==> src/rtl/ball_pkg.sv <==
// Shared types and constants for the ball collision scheduler and its
// pair-contact checker.
package ball_pkg;

  localparam int POS_W     = 10;
  localparam int BALL_SIZE = 30;

  typedef logic [2:0] ball_idx_t;

  typedef enum logic [2:0] {
    ST_IDLE  = 3'd0,
    ST_CHECK = 3'd1,
    ST_START = 3'd2,
    ST_WAIT  = 3'd3,
    ST_WRITE = 3'd4,
    ST_NEXT  = 3'd5
  } state_t;

  function automatic int pair_count(input int n);
    return (n * (n - 1)) / 2;
  endfunction

endpackage

==> src/rtl/ball_collision_sched_pair_overlap_chk.sv <==
// pair_overlap_chk: combinational contact test between two balls.
// Contact when the squared centre distance is <= CONTACT_DIST^2 (full 21-bit sum).
module pair_overlap_chk
  import ball_pkg::*;
#(
  parameter int CONTACT_DIST = BALL_SIZE
) (
  input  logic [POS_W-1:0] xa,
  input  logic [POS_W-1:0] ya,
  input  logic [POS_W-1:0] xb,
  input  logic [POS_W-1:0] yb,
  output logic             contact
);

  localparam int D2_W = 2 * POS_W + 1;
  localparam logic [D2_W-1:0] LIMIT = D2_W'(CONTACT_DIST * CONTACT_DIST);

  logic [POS_W-1:0]   dx;
  logic [POS_W-1:0]   dy;
  logic [2*POS_W-1:0] dx2;
  logic [2*POS_W-1:0] dy2;
  logic [D2_W-1:0]    d2;

  always_comb begin
    dx      = (xa >= xb) ? (xa - xb) : (xb - xa);
    dy      = (ya >= yb) ? (ya - yb) : (yb - ya);
    dx2     = {{POS_W{1'b0}}, dx} * {{POS_W{1'b0}}, dx};
    dy2     = {{POS_W{1'b0}}, dy} * {{POS_W{1'b0}}, dy};
    d2      = {1'b0, dx2} + {1'b0, dy2};
    contact = (d2 <= LIMIT);
  end

endmodule

==> src/rtl/ball_collision_sched.sv <==
// ball_collision_sched: once per frame, snapshots ball positions and walks every
// pair, dispatching contacts to the shared resolver. Macro BALL_COLLISION_HOLDOFF_EN
// adds a per-pair hold-off so still-overlapping pairs are not resolved twice in a row.
module ball_collision_sched #(
  parameter int NUM_BALLS = 4,
  parameter int BALL_SIZE = ball_pkg::BALL_SIZE,
  parameter int TIMEOUT   = 255
) (
  input  logic                                 clk,
  input  logic                                 rst,
  input  logic                                 frame_tick,
  input  logic [ball_pkg::POS_W*NUM_BALLS-1:0] x_pos,
  input  logic [ball_pkg::POS_W*NUM_BALLS-1:0] y_pos,
  output logic                                 res_start,
  output ball_pkg::ball_idx_t                  res_sel_a,
  output ball_pkg::ball_idx_t                  res_sel_b,
  input  logic                                 res_done,
  output logic                                 upd_we,
  output logic                                 busy,
  output logic                                 sweep_done,
  output logic                                 overrun,
  output logic                                 timeout_err,
  output ball_pkg::state_t                     state_dbg
);
  import ball_pkg::*;

  localparam int         IDX_W     = $clog2(NUM_BALLS);
  localparam logic [7:0] WAIT_LAST = 8'(TIMEOUT - 1);

  // Resolver handshake: res_start is a one-cycle request carrying res_sel_a/b, which
  // stay stable until the write-back; res_done is a one-cycle answer honoured only in
  // WAIT, and upd_we follows it by exactly one cycle with the same selects.
  state_t           state;
  logic [POS_W-1:0] snap_x [NUM_BALLS];
  logic [POS_W-1:0] snap_y [NUM_BALLS];
  logic [IDX_W-1:0] pi;
  logic [IDX_W-1:0] pj;
  logic [7:0]       wait_cnt;
  logic             contact;
  logic             held;
  logic             dispatch;
  logic             is_last;

  assign state_dbg = state;
  assign is_last   = (pi == IDX_W'(NUM_BALLS - 2)) && (pj == IDX_W'(NUM_BALLS - 1));
  assign dispatch  = contact && !held;

  pair_overlap_chk #(
    .CONTACT_DIST(BALL_SIZE)
  ) u_chk (
    .xa      (snap_x[pi]),
    .ya      (snap_y[pi]),
    .xb      (snap_x[pj]),
    .yb      (snap_y[pj]),
    .contact (contact)
  );

`ifdef BALL_COLLISION_HOLDOFF_EN
  localparam int NPAIRS = pair_count(NUM_BALLS);
  localparam int PAIR_W = (NPAIRS > 1) ? $clog2(NPAIRS) : 1;

  logic [NPAIRS-1:0] holdoff;
  logic [PAIR_W-1:0] pair_idx;

  assign held = holdoff[pair_idx];

  // pair_idx tracks the linear position of (pi,pj) in the sweep order.
  always_ff @(posedge clk or posedge rst) begin
    if (rst) begin
      holdoff  <= '0;
      pair_idx <= '0;
    end else begin
      if (state == ST_IDLE && frame_tick) begin
        pair_idx <= '0;
      end else if (state == ST_NEXT) begin
        pair_idx <= is_last ? '0 : pair_idx + PAIR_W'(1);
      end
      if (state == ST_CHECK && !contact) begin
        holdoff[pair_idx] <= 1'b0;
      end
      if (state == ST_WRITE) begin
        holdoff[pair_idx] <= 1'b1;
      end
    end
  end
`else
  assign held = 1'b0;
`endif

  always_ff @(posedge clk or posedge rst) begin
    if (rst) begin
      state       <= ST_IDLE;
      pi          <= '0;
      pj          <= IDX_W'(1);
      wait_cnt    <= '0;
      res_start   <= 1'b0;
      res_sel_a   <= '0;
      res_sel_b   <= '0;
      upd_we      <= 1'b0;
      busy        <= 1'b0;
      sweep_done  <= 1'b0;
      overrun     <= 1'b0;
      timeout_err <= 1'b0;
      for (int k = 0; k < NUM_BALLS; k++) begin
        snap_x[k] <= '0;
        snap_y[k] <= '0;
      end
    end else begin
      res_start  <= 1'b0;
      upd_we     <= 1'b0;
      sweep_done <= 1'b0;
      if (frame_tick && state != ST_IDLE) begin
        overrun <= 1'b1;
      end
      case (state)
        ST_IDLE: begin
          if (frame_tick) begin
            for (int k = 0; k < NUM_BALLS; k++) begin
              snap_x[k] <= x_pos[POS_W*k +: POS_W];
              snap_y[k] <= y_pos[POS_W*k +: POS_W];
            end
            pi    <= '0;
            pj    <= IDX_W'(1);
            busy  <= 1'b1;
            state <= ST_CHECK;
          end
        end
        ST_CHECK: begin
          if (dispatch) begin
            res_start <= 1'b1;
            res_sel_a <= ball_idx_t'(pi);
            res_sel_b <= ball_idx_t'(pj);
            state     <= ST_START;
          end else begin
            sweep_done <= is_last;
            state      <= ST_NEXT;
          end
        end
        ST_START: begin
          wait_cnt <= '0;
          state    <= ST_WAIT;
        end
        ST_WAIT: begin
          // A res_done on the final allowed cycle still counts as an answer.
          if (res_done) begin
            upd_we <= 1'b1;
            state  <= ST_WRITE;
          end else if (wait_cnt == WAIT_LAST) begin
            timeout_err <= 1'b1;
            res_sel_a   <= '0;
            res_sel_b   <= '0;
            sweep_done  <= is_last;
            state       <= ST_NEXT;
          end else begin
            wait_cnt <= wait_cnt + 8'd1;
          end
        end
        ST_WRITE: begin
          res_sel_a  <= '0;
          res_sel_b  <= '0;
          sweep_done <= is_last;
          state      <= ST_NEXT;
        end
        ST_NEXT: begin
          if (is_last) begin
            pi    <= '0;
            pj    <= IDX_W'(1);
            busy  <= 1'b0;
            state <= ST_IDLE;
          end else begin
            if (pj == IDX_W'(NUM_BALLS - 1)) begin
              pi <= pi + IDX_W'(1);
              pj <= pi + IDX_W'(2);
            end else begin
              pj <= pj + IDX_W'(1);
            end
            state <= ST_CHECK;
          end
        end
        default: state <= ST_IDLE;
      endcase
    end
  end

endmodule

==> config.mk <==
export PLATFORM = sky130hd
export DESIGN_NAME = ball_collision_sched
export DESIGN_NICKNAME = d
export VERILOG_FILES = /design/src/rtl/ball_pkg.sv /design/src/rtl/ball_collision_sched_pair_overlap_chk.sv /design/src/rtl/ball_collision_sched.sv
export SDC_FILE = /design/constraint.sdc
export NUM_CORES = 1
export LEC_CHECK = 0
export BUFFER_PORTS_ARGS = -buffer_cell sky130_fd_sc_hd__buf_2
export CAP_MARGIN = 20
export CORE_UTILIZATION = 60
export DETAILED_ROUTE_END_ITERATION = 7
export PLACE_DENSITY = 0.81
export SLEW_MARGIN = 30
export SYNTH_ARGS = -nofsm -noshare
export SYNTH_HDL_FRONTEND = slang
export SYNTH_SLANG_ARGS = --single-unit
==> constraint.sdc <==
create_clock -name clk -period 11.9 [get_ports clk]
set_clock_uncertainty 0.1 [all_clocks]
set_input_delay 2.38 -clock clk [delete_from_list [all_inputs] [get_ports clk]]
set_output_delay 2.38 -clock clk [all_outputs]
set_load 0.02 [all_outputs]
==> out/results.tsv, run 1 <==
metric	value	unit
status	finished, final reports clean	
dp_cells	1599	
synth_top_area_share	20.99	%
ys_top_cells_by_count	236 x inv_1, 134 x fa_1, 125 x ha_1, 104 x dfrtp_1, 103 x nor2_1	
grt_pass1_wl	48000	um
post-route-period-util	94.08	%
synth-main-ff-cell	dfrtp_1	
final_cells	1617	
cp_slowest_cell	dfrtp_1	
holdWs	384.5	ps
tns	0	ps
tightest_slew	833.4	ps
utilization	66.38	%
ys_seq_area_share	20.57	%
cts_resized	0	
maxCapViolCount	0	
worstSkewPairLatency	350	ps
syn_area	12780	um^2
initial_core_util	60.97	%
clock_path_buffers	2	
avgViaCountPerCell	5.792	
die_w	147.9	um
clock-root-buffer	clkbuf_16	
grt_use_total	27.71	%
synthTopCellsByArea	fa_1 21%, dfrtp_1 20%, ha_1 12%	
gp_congestion	0.9000	
wl_per_cell	17.41	um
vias	9366	
antenna_found_initial	5	
final_hold_viol_count	0	
dpl.hpwl	22530	um
cpPeakStageDelay	800	ps
setup_viol	0	
cp_data_required_time	12080	ps
drc	0	
synth-compound-area-share	9.616	%
fp.dieArea	21880	um^2
yosysTopAreaCell	fa_1	
arrival	11370	ps
cts_setup_buffers	0	
cp-end-kind	register	
path_clk_slew	80	ps
relSlewSlack	44.24	%
hp-class	register to register	
overflow	0	
num_rows	53	
die_h	147.9	um
crit_path_max_fanout	12	
path_common_cell	fa_1	
synth.most_common_cell	inv_1	
io_pins	99	
yosys.cell_types.count	77	
drt_iter0_markers	579	
synth_seq_cells	105	
synth.area.mux_share	15.45	%
ys_async_sr_fraction	100.0	%
rsz0062_at_grt	no	
clock.fmax	89.32	MHz
synth_edf_count	0	
cts_made_buffers	9	
ctsHoldBuffers	0	
yosysWarnings	0	
htreeDepth	3	
grt_max_degree	64	
drive_gt1_share	22.69	%
coreArea	20960	um^2
portBuffers	96	
synth-xor-area-share	2.908	%
finalCriticalPeriod	11200	ps
syn_avg_cell_area	10.19	um^2
synthSimpleGateAreaFrac	9.538	%
area_delta_synth_final	8.872	%
cts_sinks	105	
grt_pass1_vias	9973	
crit_type	register to register	
routed_wl	28160	um
synth_top_family_by_area	adder cells	
synthAdderAreaFrac	33.24	%
critPathLaunchType	register	
dr.pass1.iters	5	
postRouteAntennaNets	0	
tritoncts	built	
layout.nets	1678	
drv_slew	0	
synthCells	1254	
state kept, by name, summed over array words and instances, names as in the netlist:
signal / flops
timeout_err: 1
pj: 2
overrun: 1
pi: 2
sweep_done: 1
upd_we: 1
res_sel_a: 2
snap_x: 40
busy: 1
snap_y: 40
state_dbg: 3
wait_cnt: 8
res_start: 1
res_sel_b: 2
routing by layer:
metal / track usage [%] / up-vias / share of wire, %
li1: - / 4325 / -
met1: 34.10 / 4703 / 41
met2: 50.02 / 277 / 52
met3: 4.105 / 57 / 4.6
met4: 8.711 / 4 / 2.6
met5: 0 / - / 0.082
critical path, delay by kind of cell, from the launching register on:
kind	cells	cell delay, ps
mux	2	1060
flops	1	800
simple gates	6	1980
buf+inv	4	380
compound gates	10	1900
xor+xnor	1	470
fa+ha+maj	9	4390
metrics by stage:
stage	area, um^2	setup WS, ps
floorplan	12780	1516
global placement	13530	986.0
detailed placement	13550	804.0
CTS	13870	767.9
global route	13910	17.62
finish	13910	704.1
cells in the final DEF (no fill, tap or decap), types with 36 or more instances in the layout:
cell,count
nand2_1,43
fa_1,134
mux4_2,40
ha_1,125
mux2_2,84
o21ai_0,36
nor2_1,103
dfrtp_1,104
inv_1,235
a21oi_1,39
buf_2,96
cells by family after synthesis:
| family | after synthesis |
|---|---|
| buffers and inverters | 283 |
| adder cells (fa/ha/maj) | 259 |
| AND/OR/NAND/NOR | 255 |
| AO/OA/AOI/OAI | 176 |
| multiplexers | 136 |
| flip-flops | 105 |
| XOR/XNOR | 39 |
| other | 1 |
final timing paths:
check / start / to / slack [ps] / cells past startpoint
min reg2reg: overrun$_DFFE_PP0P_ / overrun$_DFFE_PP0P_ / 380 / 1
max in group asynchronous: rst / sweep_done$_DFF_PP0_ / 8580 / 3
max reg2reg: pi[0]$_DFFE_PP0P_ / res_sel_b[1]$_DFFE_PP0P_ / 700 / 32
min in group asynchronous: rst / snap_x[17]$_DFFE_PP0P_ / 1960 / 2
max: pi[0]$_DFFE_PP0P_ / res_sel_b[1]$_DFFE_PP0P_ / 700 / 32
min: overrun$_DFFE_PP0P_ / overrun$_DFFE_PP0P_ / 380 / 1
final cells by class:
class,count,area (um^2)
diodes,2,5.005
clock buffers,9,225.2
clock inverters,7,91.34
fillers,1584,7044
inverters,236,888.4
multi-input cells,867,9085
flip-flops and latches,105,2629
well taps,275,344.1
repair buffers,116,643.1
Power of run 1 is left out: the tool's default activity adds up to more than one toggle a clock period on the data nets, which glitch-free logic cannot reach.
==> run 2: changes to the inputs <==
- ABC_AREA: default -> 1
- PLACE_DENSITY: 0.81 -> 0.8
==> out/results.tsv, run 2 <==
metric	value	unit	change
cts_setup_buffers	0		unchanged
synthCells	1902		+52%
cp-end-kind	register		
synthTopCellsByArea	fa_1 19%, dfrtp_1 19%, nand2_1 14%		
clock.fmax	98.56	MHz	+10%
crit_path_max_fanout	35		+23
drt_iter0_markers	958		+65%
critPathLaunchType	register		
drv_slew	0		unchanged
grt_pass1_vias	12200		+22%
dr.pass1.iters	7		+2
dp_cells	2229		+39%
portBuffers	96		unchanged
ys_seq_area_share	19.00	%	-1.6 points
final_hold_viol_count	0		unchanged
path_common_cell	nand2_1		
synth-main-ff-cell	dfrtp_1		
finalCriticalPeriod	10150	ps	-1050 ps
maxCapViolCount	0		unchanged
cts_made_buffers	9		unchanged
ys_top_cells_by_count	504 x nand2_1, 379 x inv_1, 172 x nor2_1, 134 x fa_1, 125 x ha_1		
synth_seq_cells	105		unchanged
synth_edf_count	0		unchanged
yosysWarnings	0		unchanged
arrival	10290	ps	-1080 ps
antenna_found_initial	0		-5
syn_area	13840	um^2	+8.3%
syn_avg_cell_area	7.276	um^2	-29%
worstSkewPairLatency	370	ps	+20 ps
path_clk_slew	70	ps	about the same
synth_top_area_share	19.39	%	-1.6 points
post-route-period-util	85.26	%	-8.8 points
overflow	0		unchanged
io_pins	99		unchanged
final_area	14750	um^2	+6.1%
synth.most_common_cell	nand2_1		
coreArea	22640	um^2	+8.0%
regArea	2630	um^2	about the same
yosysTopAreaCell	fa_1		
holdWs	364.2	ps	-20.30 ps
tightest_slew	960.3	ps	+126.9 ps
grt_use_total	30.06	%	+2.3 points
hp-class	register to register		
violations	design-rule violations		
tritoncts	built		
dpl.hpwl	26960	um	+20%
initial_core_util	61.12	%	+0.15 points
placed_cell_area	14460	um^2	+6.7%
crit_type	register to register		
cts_resized	0		unchanged
drc	1		+1
wl_per_cell	14.73	um	-15%
multi_input_area	9430	um^2	+3.8%
rsz0062_at_grt	no		
routed_wl	33070	um	+17%
clock-root-buffer	clkbuf_16		
die_w	153.9	um	+4.0%
yosys.cell_types.count	53		-31%
die_h	153.9	um	+4.0%
avgViaCountPerCell	5.388		-7.0%
reg_top3	snap_x (40), snap_y (40), wait_cnt (8)		
status	finished, violations left		
grt_pass1_wl	57220	um	+19%
layout.nets	2298		+37%
final_common_cell	nand2_1		
area_delta_synth_final	6.609	%	
fillCellCount	1949		+23%
final_cells	2245		+39%
setup_viol	0		unchanged
vias	12100		+29%
num_rows	55		+3.8%
grt_max_degree	94		+47%
tns	0	ps	unchanged
clock_path_buffers	2		unchanged
postRouteAntennaNets	0		unchanged
htreeDepth	3		unchanged
final_cell_mix	504 x nand2_1, 378 x inv_1, 171 x nor2_1		
cp_slowest_cell	dfstp_2		
drive_gt1_share	10.82	%	-12 points
relSlewSlack	35.91	%	-8.3 points
cpPeakStageDelay	970	ps	+170 ps
cts_sinks	105		unchanged
ctsHoldBuffers	0		unchanged
gp_congestion	0.9887		+9.9%
cp_data_required_time	12050	ps	-30 ps
ys_async_sr_fraction	100.0	%	unchanged
antenna_cells	0		-2
fp.dieArea	23670	um^2	+8.2%
[run 2: final timing paths]
check	slack [ps]	cells past startpoint	endpoint	startpoint
max	1750	38	state_dbg[0]$_DFFE_PP0P_	pj[0]$_DFFE_PP1P_
min	360	1	timeout_err$_DFFE_PP0P_	timeout_err$_DFFE_PP0P_
max reg2reg	1750	38	state_dbg[0]$_DFFE_PP0P_	pj[0]$_DFFE_PP1P_
min reg2reg	360	1	timeout_err$_DFFE_PP0P_	timeout_err$_DFFE_PP0P_
max in group asynchronous	8790	3	snap_y[3]$_DFFE_PP0P_	rst
min in group asynchronous	1900	2	wait_cnt[4]$_DFFE_PP0P_	rst
[run 2: metal layers]
layer,GRT usage [%],up-vias,wire length (um)
met2,51.90,433,16050
met5,0,-,0
li1,-,5924,-
met4,11.43,0,989
met1,38.30,5680,13910
met3,4.171,60,2118
[run 2: cells by family after synthesis]
family	after synthesis	synth area share (%)
adders and majority gates	259	30.69
DFF	105	19.00
AOI/OAI and AO/OA	215	9.738
buffers and inverters	463	12.94
and+or+nand+nor	818	25.02
other	1	0.02710
xor gates and xnor gates	41	2.595
[run 2: critical path: cells and delay by family, from the launching register on]
kind / cells / cell delay (ps)
AOI/OAI and AO/OA: 4 / 820
adders and majority gates: 9 / 4600
DFF: 1 / 970
and+or+nand+nor: 18 / 2290
buffers and inverters: 7 / 1200
[run 2: stage by stage]
step,util (%),setup WS (ps)
floorplan,-,3466
global placement,63.86,2080
detailed placement,63.86,1879
CTS,65.15,1858
global route,65.16,1094
finish,65.16,1754
[run 2: layout make-up]
type	count	area share, %
sequential	105	17.83
clock buffer	10	1.552
tap	285	2.417
clock inverter	6	0.4241
inverter	401	10.22
timing repair buffer	103	3.638
multi-input combinational	1335	63.92
Power of run 2 is left out for the same reason.
==> run 3: changes to the inputs <==
- PLACE_DENSITY: 0.8 -> 0.79
==> out/results.tsv, run 3 (synthesized netlist as in run 2, its figures left out) <==
metric	value	unit	change
status	finished, final reports clean		
worstSkewPairLatency	370	ps	about the same
cts_made_buffers	9		unchanged
tightest_slew	878.6	ps	-81.64 ps
ctsHoldBuffers	0		unchanged
vias	12210		+0.94%
multi_input_area	9430	um^2	unchanged
final_cells	2246		+0.045%
final_common_cell	nand2_1		
coreArea	22640	um^2	unchanged
rsz0062_at_grt	no		
grt_pass1_vias	12190		-0.082%
overflow	0		unchanged
area_delta_synth_final	6.898	%	
clock.fmax	99.23	MHz	+0.67%
cts_resized	0		unchanged
arrival	10230	ps	-60 ps
routed_wl	33470	um	+1.2%
clock-root-buffer	clkbuf_16		
num_rows	55		unchanged
drv_slew	0		unchanged
timing.rr.start	pj[0]$_DFFE_PP1P_		
drt_iter0_markers	971		+1.4%
dp_cells	2229		unchanged
wl_met2	16210	um	+0.98%
io_pins	99		unchanged
die_w	153.9	um	unchanged
layout.nets	2299		+0.044%
antenna_cells	0		unchanged
wl_met3	2081	um	-1.7%
grt_pass1_wl	56940	um	-0.49%
grt_use_total	29.92	%	-0.14 points
drive_gt1_share	10.91	%	+0.096 points
relSlewSlack	41.06	%	+5.2 points
crit_type	register to register		
cp-end-kind	register		
wl_met1	14190	um	+2.0%
fp.dieArea	23670	um^2	unchanged
dr.pass1.iters	6		-1
htreeDepth	3		unchanged
final_hold_viol_count	0		unchanged
postRouteAntennaNets	0		unchanged
cts_sinks	105		unchanged
portBuffers	96		unchanged
drc	0		-1
wl_per_cell	14.90	um	+1.1%
min_from	timeout_err$_DFFE_PP0P_		
setup_viol	0		unchanged
tritoncts	built		
crit_start	pj[0]$_DFFE_PP1P_		
reg_top3	snap_x (40), snap_y (40), wait_cnt (8)		
grt_max_degree	84		-11%
cts_setup_buffers	0		unchanged
critPathLaunchType	register		
holdWs	383.9	ps	+19.74 ps
avgViaCountPerCell	5.437		+0.90%
cpPeakStageDelay	590	ps	-380 ps
maxCapViolCount	0		unchanged
antenna_found_initial	0		unchanged
path_clk_slew	80	ps	about the same
tns	0	ps	unchanged
final_cell_mix	504 x nand2_1, 378 x inv_1, 171 x nor2_1		
highest_layer	met4		
gp_congestion	0.9450		-4.4%
die_h	153.9	um	unchanged
crit_path_max_fanout	63		+80%
finalCriticalPeriod	10080	ps	-67.87 ps
clock_path_buffers	2		unchanged
regArea	2630	um^2	unchanged
initial_core_util	61.12	%	unchanged
fillCellCount	1986		+1.9%
dpl.hpwl	26970	um	about the same
hp-class	register to register		
cp_slowest_cell	ha_1		
cp_data_required_time	12060	ps	about the same
post-route-period-util	84.69	%	-0.57 points
## run 3: metal layers
layer,GRT usage [%],up-vias
met1,38.71,5783
met5,0,-
met4,10.95,0
met2,51.75,465
li1,-,5901
met3,3.382,62
## run 3: worst paths after layout
| path | cells after the start | to | slack, ps |
|---|---|---|---|
| max | 39 | res_sel_a[1]$_DFFE_PP0P_ | 1820 |
| max in group asynchronous | 4 | snap_y[25]$_DFFE_PP0P_ | 8730 |
| min reg2reg | 1 | timeout_err$_DFFE_PP0P_ | 380 |
| min in group asynchronous | 2 | wait_cnt[0]$_DFFE_PP0P_ | 1930 |
| min | 1 | timeout_err$_DFFE_PP0P_ | 380 |
| max reg2reg | 39 | res_sel_a[1]$_DFFE_PP0P_ | 1820 |
## run 3: layout make-up
type	count	share of cell area, %
clock buffers	9	1.522
clock inverters	7	0.6090
inverters	401	10.19
multi-input cells	1335	63.75
flip-flops and latches	105	17.78
well taps	285	2.411
repair buffers	104	3.738
## run 3: critical path, delay by kind of cell (launching register included)
| kind | cells | cell delay [ps] |
|---|---|---|
| buffers and inverters | 8 | 1620 |
| AND/OR/NAND/NOR | 18 | 2260 |
| flip-flops | 1 | 520 |
| adder cells (fa/ha/maj) | 9 | 4620 |
| AO/OA/AOI/OAI | 4 | 800 |
## run 3: per-stage QoR
| stage | instance area, um^2 | util, % | worst slack [ps] |
|---|---|---|---|
| 3_3_place_gp | 14460 | 63.86 | 2258 |
| 3_5_place_dp | 14460 | 63.86 | 1936 |
| 6_report | 14790 | 65.34 | 1822 |
| 2_1_floorplan | 13840 | - | 3466 |
| 4_1_cts | 14770 | 65.25 | 1911 |
| 5_1_grt | 14790 | 65.34 | 1272 |
Power of run 3 is left out for the same reason.
